### src/rtl/pixel_fifo_pkg.sv
// Shared mode encodings and colour-bar helper for the pixel stream buffer.
package pixel_fifo_pkg;

  localparam logic [1:0] MODE_EXT   = 2'd0;
  localparam logic [1:0] MODE_SOLID = 2'd1;
  localparam logic [1:0] MODE_RAMP  = 2'd2;
  localparam logic [1:0] MODE_BARS  = 2'd3;

  // Bars count down from white (code 7) to black (code 0); channel k follows bit k mod 3.
  function automatic logic bar_bit(input logic [2:0] bar, input int ch);
    logic [2:0] code;
    logic       bit_v;
    code = 3'd7 - bar;
    case (2'(ch % 3))
      2'd0:    bit_v = code[0];
      2'd1:    bit_v = code[1];
      default: bit_v = code[2];
    endcase
    return bit_v;
  endfunction

endpackage

### src/rtl/sync_fifo_core.sv
// Single-clock FIFO: storage, pointers, occupancy, status and a registered read port.
module sync_fifo_core #(
  parameter int WIDTH    = 24,
  parameter int DEPTH    = 16,
  parameter int AF_LEVEL = DEPTH - 2,
  parameter int AE_LEVEL = 2
) (
  input  logic                     clk,
  input  logic                     rst,
  input  logic                     wr_req,
  input  logic [WIDTH-1:0]         wr_data,
  input  logic                     rd_req,
  output logic [WIDTH-1:0]         rd_data,
  output logic                     rd_valid,
  output logic                     full,
  output logic                     empty,
  output logic                     almost_full,
  output logic                     almost_empty,
  output logic [$clog2(DEPTH):0]   level
);

  localparam int AW = $clog2(DEPTH);
  localparam logic [AW:0] FULL_LVL = (AW+1)'(DEPTH);
  localparam logic [AW:0] AF_LVL   = (AW+1)'(AF_LEVEL);
  localparam logic [AW:0] AE_LVL   = (AW+1)'(AE_LEVEL);

  logic [WIDTH-1:0] mem_r [DEPTH];
  logic [AW-1:0]    wr_ptr_r;
  logic [AW-1:0]    rd_ptr_r;
  logic [AW:0]      level_r;
  logic [WIDTH-1:0] rd_data_r;
  logic             rd_valid_r;
  logic             push_s;
  logic             pop_s;

  // A full FIFO refuses the push even when a pop happens in the same cycle.
  assign push_s = wr_req & ~full;
  assign pop_s  = rd_req & ~empty;

  assign full         = (level_r == FULL_LVL);
  assign empty        = (level_r == {(AW+1){1'b0}});
  assign almost_full  = (level_r >= AF_LVL);
  assign almost_empty = (level_r <= AE_LVL);
  assign level        = level_r;
  assign rd_data      = rd_data_r;
  assign rd_valid     = rd_valid_r;

  // Storage array, left unreset: pointer reset alone discards the contents.
  always_ff @(posedge clk) begin
    if (push_s) begin
      mem_r[wr_ptr_r] <= wr_data;
    end
  end

  // Pointers and occupancy.
  always_ff @(posedge clk or negedge rst) begin
    if (!rst) begin
      wr_ptr_r <= {AW{1'b0}};
      rd_ptr_r <= {AW{1'b0}};
      level_r  <= {(AW+1){1'b0}};
    end else begin
      if (push_s) begin
        wr_ptr_r <= wr_ptr_r + 1'b1;
      end
      if (pop_s) begin
        rd_ptr_r <= rd_ptr_r + 1'b1;
      end
      case ({push_s, pop_s})
        2'b10:   level_r <= level_r + 1'b1;
        2'b01:   level_r <= level_r - 1'b1;
        default: level_r <= level_r;
      endcase
    end
  end

  // Registered read port: data holds between pops, valid pulses for one cycle.
  always_ff @(posedge clk or negedge rst) begin
    if (!rst) begin
      rd_data_r  <= {WIDTH{1'b0}};
      rd_valid_r <= 1'b0;
    end else begin
      rd_valid_r <= pop_s;
      if (pop_s) begin
        rd_data_r <= mem_r[rd_ptr_r];
      end
    end
  end

endmodule

### src/rtl/pixel_stream_fifo.sv
// Pixel buffer fed by an external writer or an internal test-pattern generator.
module pixel_stream_fifo
  import pixel_fifo_pkg::*;
#(
  parameter int CH_W     = 8,
  parameter int NUM_CH   = 3,
  parameter int DEPTH    = 16,
  parameter int AF_LEVEL = DEPTH - 2,
  parameter int AE_LEVEL = 2,
  parameter int H_ACTIVE = 640
) (
  input  logic                       clk,
  input  logic                       rst,
  input  logic [1:0]                 mode,
  input  logic                       gen_en,
  input  logic [NUM_CH*CH_W-1:0]     pattern_color,
  input  logic                       wr_en,
  input  logic [NUM_CH*CH_W-1:0]     din,
  input  logic                       rd_en,
  input  logic                       clear_flags,
  output logic [NUM_CH*CH_W-1:0]     pixel,
  output logic                       pixel_valid,
  output logic                       full,
  output logic                       empty,
  output logic                       almost_full,
  output logic                       almost_empty,
  output logic [$clog2(DEPTH):0]     level,
  output logic                       overflow,
  output logic                       underflow
);

  localparam int PW  = NUM_CH * CH_W;
  localparam int XW  = $clog2(H_ACTIVE);
  localparam int RUN = H_ACTIVE / 8;
  localparam int RW  = (RUN > 1) ? $clog2(RUN) : 1;
  localparam logic [XW-1:0] X_LAST   = XW'(H_ACTIVE - 1);
  localparam logic [RW-1:0] RUN_LAST = RW'(RUN - 1);

  logic [1:0]    active_mode_r;
  logic [XW-1:0] x_r;
  logic [2:0]    bar_r;
  logic [RW-1:0] run_r;
  logic          overflow_r;
  logic          underflow_r;

  logic          gen_mode_s;
  logic          gen_push_s;
  logic          push_req_s;
  logic [PW-1:0] push_data_s;
  logic [CH_W-1:0] ramp_ch_s;
  logic [PW-1:0] bars_pix_s;
  logic          full_s;
  logic          empty_s;
  logic          ovf_set_s;
  logic          unf_set_s;

  assign gen_mode_s = (active_mode_r != MODE_EXT);
  assign gen_push_s = gen_mode_s & gen_en & ~full_s;

  generate
    if (CH_W > XW) begin : g_ramp_ext
      assign ramp_ch_s = {{(CH_W-XW){1'b0}}, x_r};
    end else begin : g_ramp_trunc
      assign ramp_ch_s = x_r[CH_W-1:0];
    end
  endgenerate

  // Colour-bar pixel for the current bar index.
  always_comb begin
    bars_pix_s = {PW{1'b0}};
    for (int ch = 0; ch < NUM_CH; ch++) begin
      bars_pix_s[ch*CH_W +: CH_W] = {CH_W{bar_bit(bar_r, ch)}};
    end
  end

  // Push source select; in generator modes wr_en and din are ignored.
  always_comb begin
    push_req_s  = 1'b0;
    push_data_s = {PW{1'b0}};
    case (active_mode_r)
      MODE_EXT: begin
        push_req_s  = wr_en;
        push_data_s = din;
      end
      MODE_SOLID: begin
        push_req_s  = gen_push_s;
        push_data_s = pattern_color;
      end
      MODE_RAMP: begin
        push_req_s  = gen_push_s;
        push_data_s = {NUM_CH{ramp_ch_s}};
      end
      MODE_BARS: begin
        push_req_s  = gen_push_s;
        push_data_s = bars_pix_s;
      end
      default: begin
        push_req_s  = 1'b0;
        push_data_s = {PW{1'b0}};
      end
    endcase
  end

  // Mode latch: sampled only at line start so a line is never split between patterns.
  always_ff @(posedge clk or negedge rst) begin
    if (!rst) begin
      active_mode_r <= MODE_EXT;
    end else if (x_r == {XW{1'b0}}) begin
      active_mode_r <= mode;
    end else begin
      active_mode_r <= active_mode_r;
    end
  end

  // Line position and bar counters, advanced by generator pushes only.
  always_ff @(posedge clk or negedge rst) begin
    if (!rst) begin
      x_r   <= {XW{1'b0}};
      bar_r <= 3'd0;
      run_r <= {RW{1'b0}};
    end else if (!gen_mode_s) begin
      x_r   <= {XW{1'b0}};
      bar_r <= 3'd0;
      run_r <= {RW{1'b0}};
    end else if (gen_push_s) begin
      if (x_r == X_LAST) begin
        x_r   <= {XW{1'b0}};
        bar_r <= 3'd0;
        run_r <= {RW{1'b0}};
      end else if (run_r == RUN_LAST) begin
        x_r   <= x_r + 1'b1;
        bar_r <= bar_r + 1'b1;
        run_r <= {RW{1'b0}};
      end else begin
        x_r   <= x_r + 1'b1;
        run_r <= run_r + 1'b1;
      end
    end
  end

  assign ovf_set_s = (active_mode_r == MODE_EXT) & wr_en & full_s;
  assign unf_set_s = rd_en & empty_s;

  // Sticky error flags; a new error outranks a simultaneous clear.
  always_ff @(posedge clk or negedge rst) begin
    if (!rst) begin
      overflow_r  <= 1'b0;
      underflow_r <= 1'b0;
    end else begin
      overflow_r  <= ovf_set_s | (overflow_r & ~clear_flags);
      underflow_r <= unf_set_s | (underflow_r & ~clear_flags);
    end
  end

  assign overflow  = overflow_r;
  assign underflow = underflow_r;
  assign full      = full_s;
  assign empty     = empty_s;

  sync_fifo_core #(
    .WIDTH    (PW),
    .DEPTH    (DEPTH),
    .AF_LEVEL (AF_LEVEL),
    .AE_LEVEL (AE_LEVEL)
  ) u_core (
    .clk          (clk),
    .rst          (rst),
    .wr_req       (push_req_s),
    .wr_data      (push_data_s),
    .rd_req       (rd_en),
    .rd_data      (pixel),
    .rd_valid     (pixel_valid),
    .full         (full_s),
    .empty        (empty_s),
    .almost_full  (almost_full),
    .almost_empty (almost_empty),
    .level        (level)
  );

endmodule

### config.mk
export PLATFORM = sky130hd
export DESIGN_NAME = pixel_stream_fifo
export DESIGN_NICKNAME = d
export VERILOG_FILES = /design/src/rtl/pixel_fifo_pkg.sv /design/src/rtl/sync_fifo_core.sv /design/src/rtl/pixel_stream_fifo.sv
export SDC_FILE = /design/constraint.sdc
export NUM_CORES = 1
export LEC_CHECK = 0
export CAP_MARGIN = 20
export CORE_MARGIN = 3
export CORE_UTILIZATION = 61
export DETAILED_ROUTE_END_ITERATION = 6
export PLACE_DENSITY = 0.9
export SETUP_SLACK_MARGIN = 0.5
export SYNTH_ARGS = -nofsm -noshare
export SYNTH_HDL_FRONTEND = slang
export SYNTH_SLANG_ARGS = --single-unit
### constraint.sdc
create_clock -name clk -period 10.3 [get_ports clk]
set_input_delay 2.575 -clock clk [delete_from_list [all_inputs] [get_ports clk]]
set_output_delay 2.575 -clock clk [all_outputs]
set_load 0.02 [all_outputs]
==> results.sh <==
export IMPL_wire_per_inst_microns=28.0
export IMPL_synth_main_ff_cell="edfxtp_1"
export IMPL_cp_end_kind="output pin"
export IMPL_clk_path_buf_depth=3
export IMPL_async_flop_share_pct=13.9
export IMPL_crit_buf_inv=1
export IMPL_grt_pass1_wl_microns=64100
export IMPL_path_max_fanout=15
export IMPL_rsz0062_at_grt="false"
export IMPL_hold_viol_final=0
export IMPL_outcome="complete, no violations"
export IMPL_multi_input_area_sq_mm=0.00475
export IMPL_synth_edf_count=384
export IMPL_drv_cap=0
export IMPL_busiest_layer="met2"
export IMPL_hp_class="reg2reg"
export IMPL_dr_pass1_iters=5
export IMPL_layout_commonest_cell="edfxtp_1"
export IMPL_grt_use_met1_pct=38.4
export IMPL_syn_to_final_growth_pct=16.7
export IMPL_start_util_pct=62.6
export IMPL_min_period_over_period_pct=49.8
export IMPL_cts_hold_buffers=0
export IMPL_startpoint_type="register"
export IMPL_drc=0
export IMPL_cts_buffers=42
export IMPL_fin_nets=1168
export IMPL_mostFrequentLayoutCells="edfxtp_1 (384), mux4_2 (96), clkdlybuf4s50_1 (90), dfrtp_1 (59), o22ai_1 (49)"
export IMPL_synth_seq_cells=446
export IMPL_drive_gt1_share_pct=23.0
export IMPL_syn_area_sq_mm=0.0182
export IMPL_post_cts_buffers=0
export IMPL_die_w_microns=179
export IMPL_routed_wl_microns=42400
export IMPL_critPathTopFamily="simple AND/OR/NAND/NOR gates"
export IMPL_n_fill_cell=1634
export IMPL_vdd_drop_max_v=0.000203
export IMPL_syn_area_per_cell_sq_um=18.6
export IMPL_seq_area_frac_synth_pct=71.8
export IMPL_viasPerCell=6.73
export IMPL_crit_type="reg2out"
export IMPL_cp_required_ps=7730
export IMPL_clkTransAtPathRegs_ps=60
export IMPL_postRouteAntennaNets=0
export IMPL_grt_pass1_vias=10445
export IMPL_skew_ps=23.2
export IMPL_power_density_mw_per_mm2=319
export IMPL_yosys_warnings=0
export IMPL_die_h_microns=179
export IMPL_cts_tree="done"
export IMPL_grt_max_degree=63
export IMPL_synthCells=981
export IMPL_gp_congestion=0.867
export IMPL_syn_nets=1050
export IMPL_grtUsageMet2_pct=44.2
export IMPL_worst_pin_slew_ps=1160
export IMPL_fp_row_count=62
export IMPL_cts_root_buf="clkbuf_16"
export IMPL_holdWs_ps=526
export IMPL_finalSetupViolations=0
export IMPL_period_minus_slack_ps=5130
export IMPL_slowest_delay_ps=660
export IMPL_portBuffers=91
export IMPL_slew_viol_final=0
export IMPL_fin_setup_tns_ps=0
export IMPL_htreeDepth=2
export IMPL_ff_latch_area_sq_mm=0.0131
export IMPL_track_usage_pct=27.2
export IMPL_dp_hpwl_microns=24100
export IMPL_clock_sinks=446
export IMPL_drt_iter0_drc=1267
export IMPL_globalRouteMet3Util_pct=4.51
export IMPL_die_area_sq_mm=0.0320
export IMPL_worstPathArrival_ps=2560
export IMPL_slew_limit_headroom_pct=22.7
export IMPL_grt_overflow=0
export IMPL_fp_coreArea_sq_mm=0.0291
export IMPL_ios=92
export IMPL_timing_fmax_ghz=0.195
export IMPL_cpMaxStageDelayCell="or4_4"
export IMPL_routed_via_count=10204
export IMPL_ys_types=62
export IMPL_clock_latency_ps=540
export IMPL_leakage_nw=7.16
export IMPL_cts_resized=0
export IMPL_crit_path_cell_trace="or4_4 > nor2_1 > clkdlybuf4s50_1"
export IMPL_antenna_found_initial=0
export IMPL_diodes=0
-- power by group --
group / switching, mW / leakage [nW] / internal, mW
clock: 0.656 / 0.735 / 1.03
sequential: 0.264 / 4.22 / 2.60
combinational: 1.31 / 2.20 / 0.939
-- final cells by class --
type	instances	share of cell area [%]
Tap cell	384	2.26
Multi-Input combinational cell	457	22.3
Clock inverter	19	1.45
Inverter	11	0.194
Sequential cell	446	61.6
Clock buffer	58	5.70
Timing Repair Buffer	141	6.50
-- cells in the mapped netlist, types with 5 or more instances --
library cell | count | area, sq um
edfxtp_1 | 384 | 11500
mux4_2 | 96 | 2160
dfrtp_1 | 62 | 1550
o22ai_1 | 49 | 307
o21ai_0 | 39 | 195
clkbuf_1 | 33 | 124
a21oi_1 | 31 | 155
mux2_2 | 28 | 315
o211ai_1 | 26 | 195
mux2i_1 | 24 | 240
buf_2 | 20 | 100
nand2_1 | 20 | 75.1
and3_1 | 18 | 113
ha_1 | 13 | 163
inv_1 | 11 | 41.3
nand3_1 | 10 | 50.1
nor2_1 | 9 | 33.8
xor2_1 | 8 | 70.1
buf_4 | 7 | 52.6
nor2b_1 | 7 | 43.8
buf_6 | 6 | 67.6
xnor2_1 | 6 | 52.6
a31oi_1 | 5 | 31.3
nand4_1 | 5 | 31.3
nor3_1 | 5 | 25.0
-- state kept, by name (all words and copies together), names as in the netlist, 3 cells and up --
register         cells
run_r                7
u_core.rd_ptr_r      4
u_core.mem_r       384
bar_r                3
u_core.rd_data      24
x_r                 10
u_core.level         5
u_core.wr_ptr_r      4
-- metal layers --
metal / vias up / wire, microns
met5: - / 0
met4: 0 / 1440
met3: 98 / 3910
met2: 691 / 21300
met1: 5144 / 15800
li1: 4271 / -
-- logic make-up (layout without fill, tap and decap cells) --
logic type | after synthesis | count (layout) | share of synthesized area, %
compound gates | 179 | 179 | 6.32
xor+xnor | 14 | 14 | 0.673
fa+ha+maj | 13 | 13 | 0.893
buf+inv | 78 | 229 | 2.14
flops | 446 | 446 | 71.8
mux | 148 | 148 | 14.9
simple gates | 103 | 103 | 3.24
-- per-stage QoR --
step                cell area [sq um]  cells  power (mW)  setup WS (ps)  util, %
global route                    21300   1516        7.06           4900     73.1
global placement                19600   1427        4.92           4700     67.2
floorplan                       18200    981        4.23           4650        -
detailed placement              19600   1428        5.05           4680     67.3
CTS                             21100   1505        6.76           5150     72.5
finish                          21300   1516        6.79           5170     73.1
-- final timing paths --
| kind | slack (ps) | from | cells after the start | endpoint |
|---|---|---|---|---|
| worst max-delay path | 5170 | u_core.level[1] | 3 | full |
| worst min-delay path | 530 | overflow | 1 | overflow |
| worst max register to register | 6980 | u_core.level[4] | 10 | u_core.level[4] |
| worst min register to register | 530 | overflow | 1 | overflow |
| max in group asynchronous | 7290 | rst | 2 | u_core.rd_ptr_r[3] |
| min in group asynchronous | 2260 | rst | 2 | u_core.rd_valid |
Note: power is estimated with default switching activity, not from simulation.
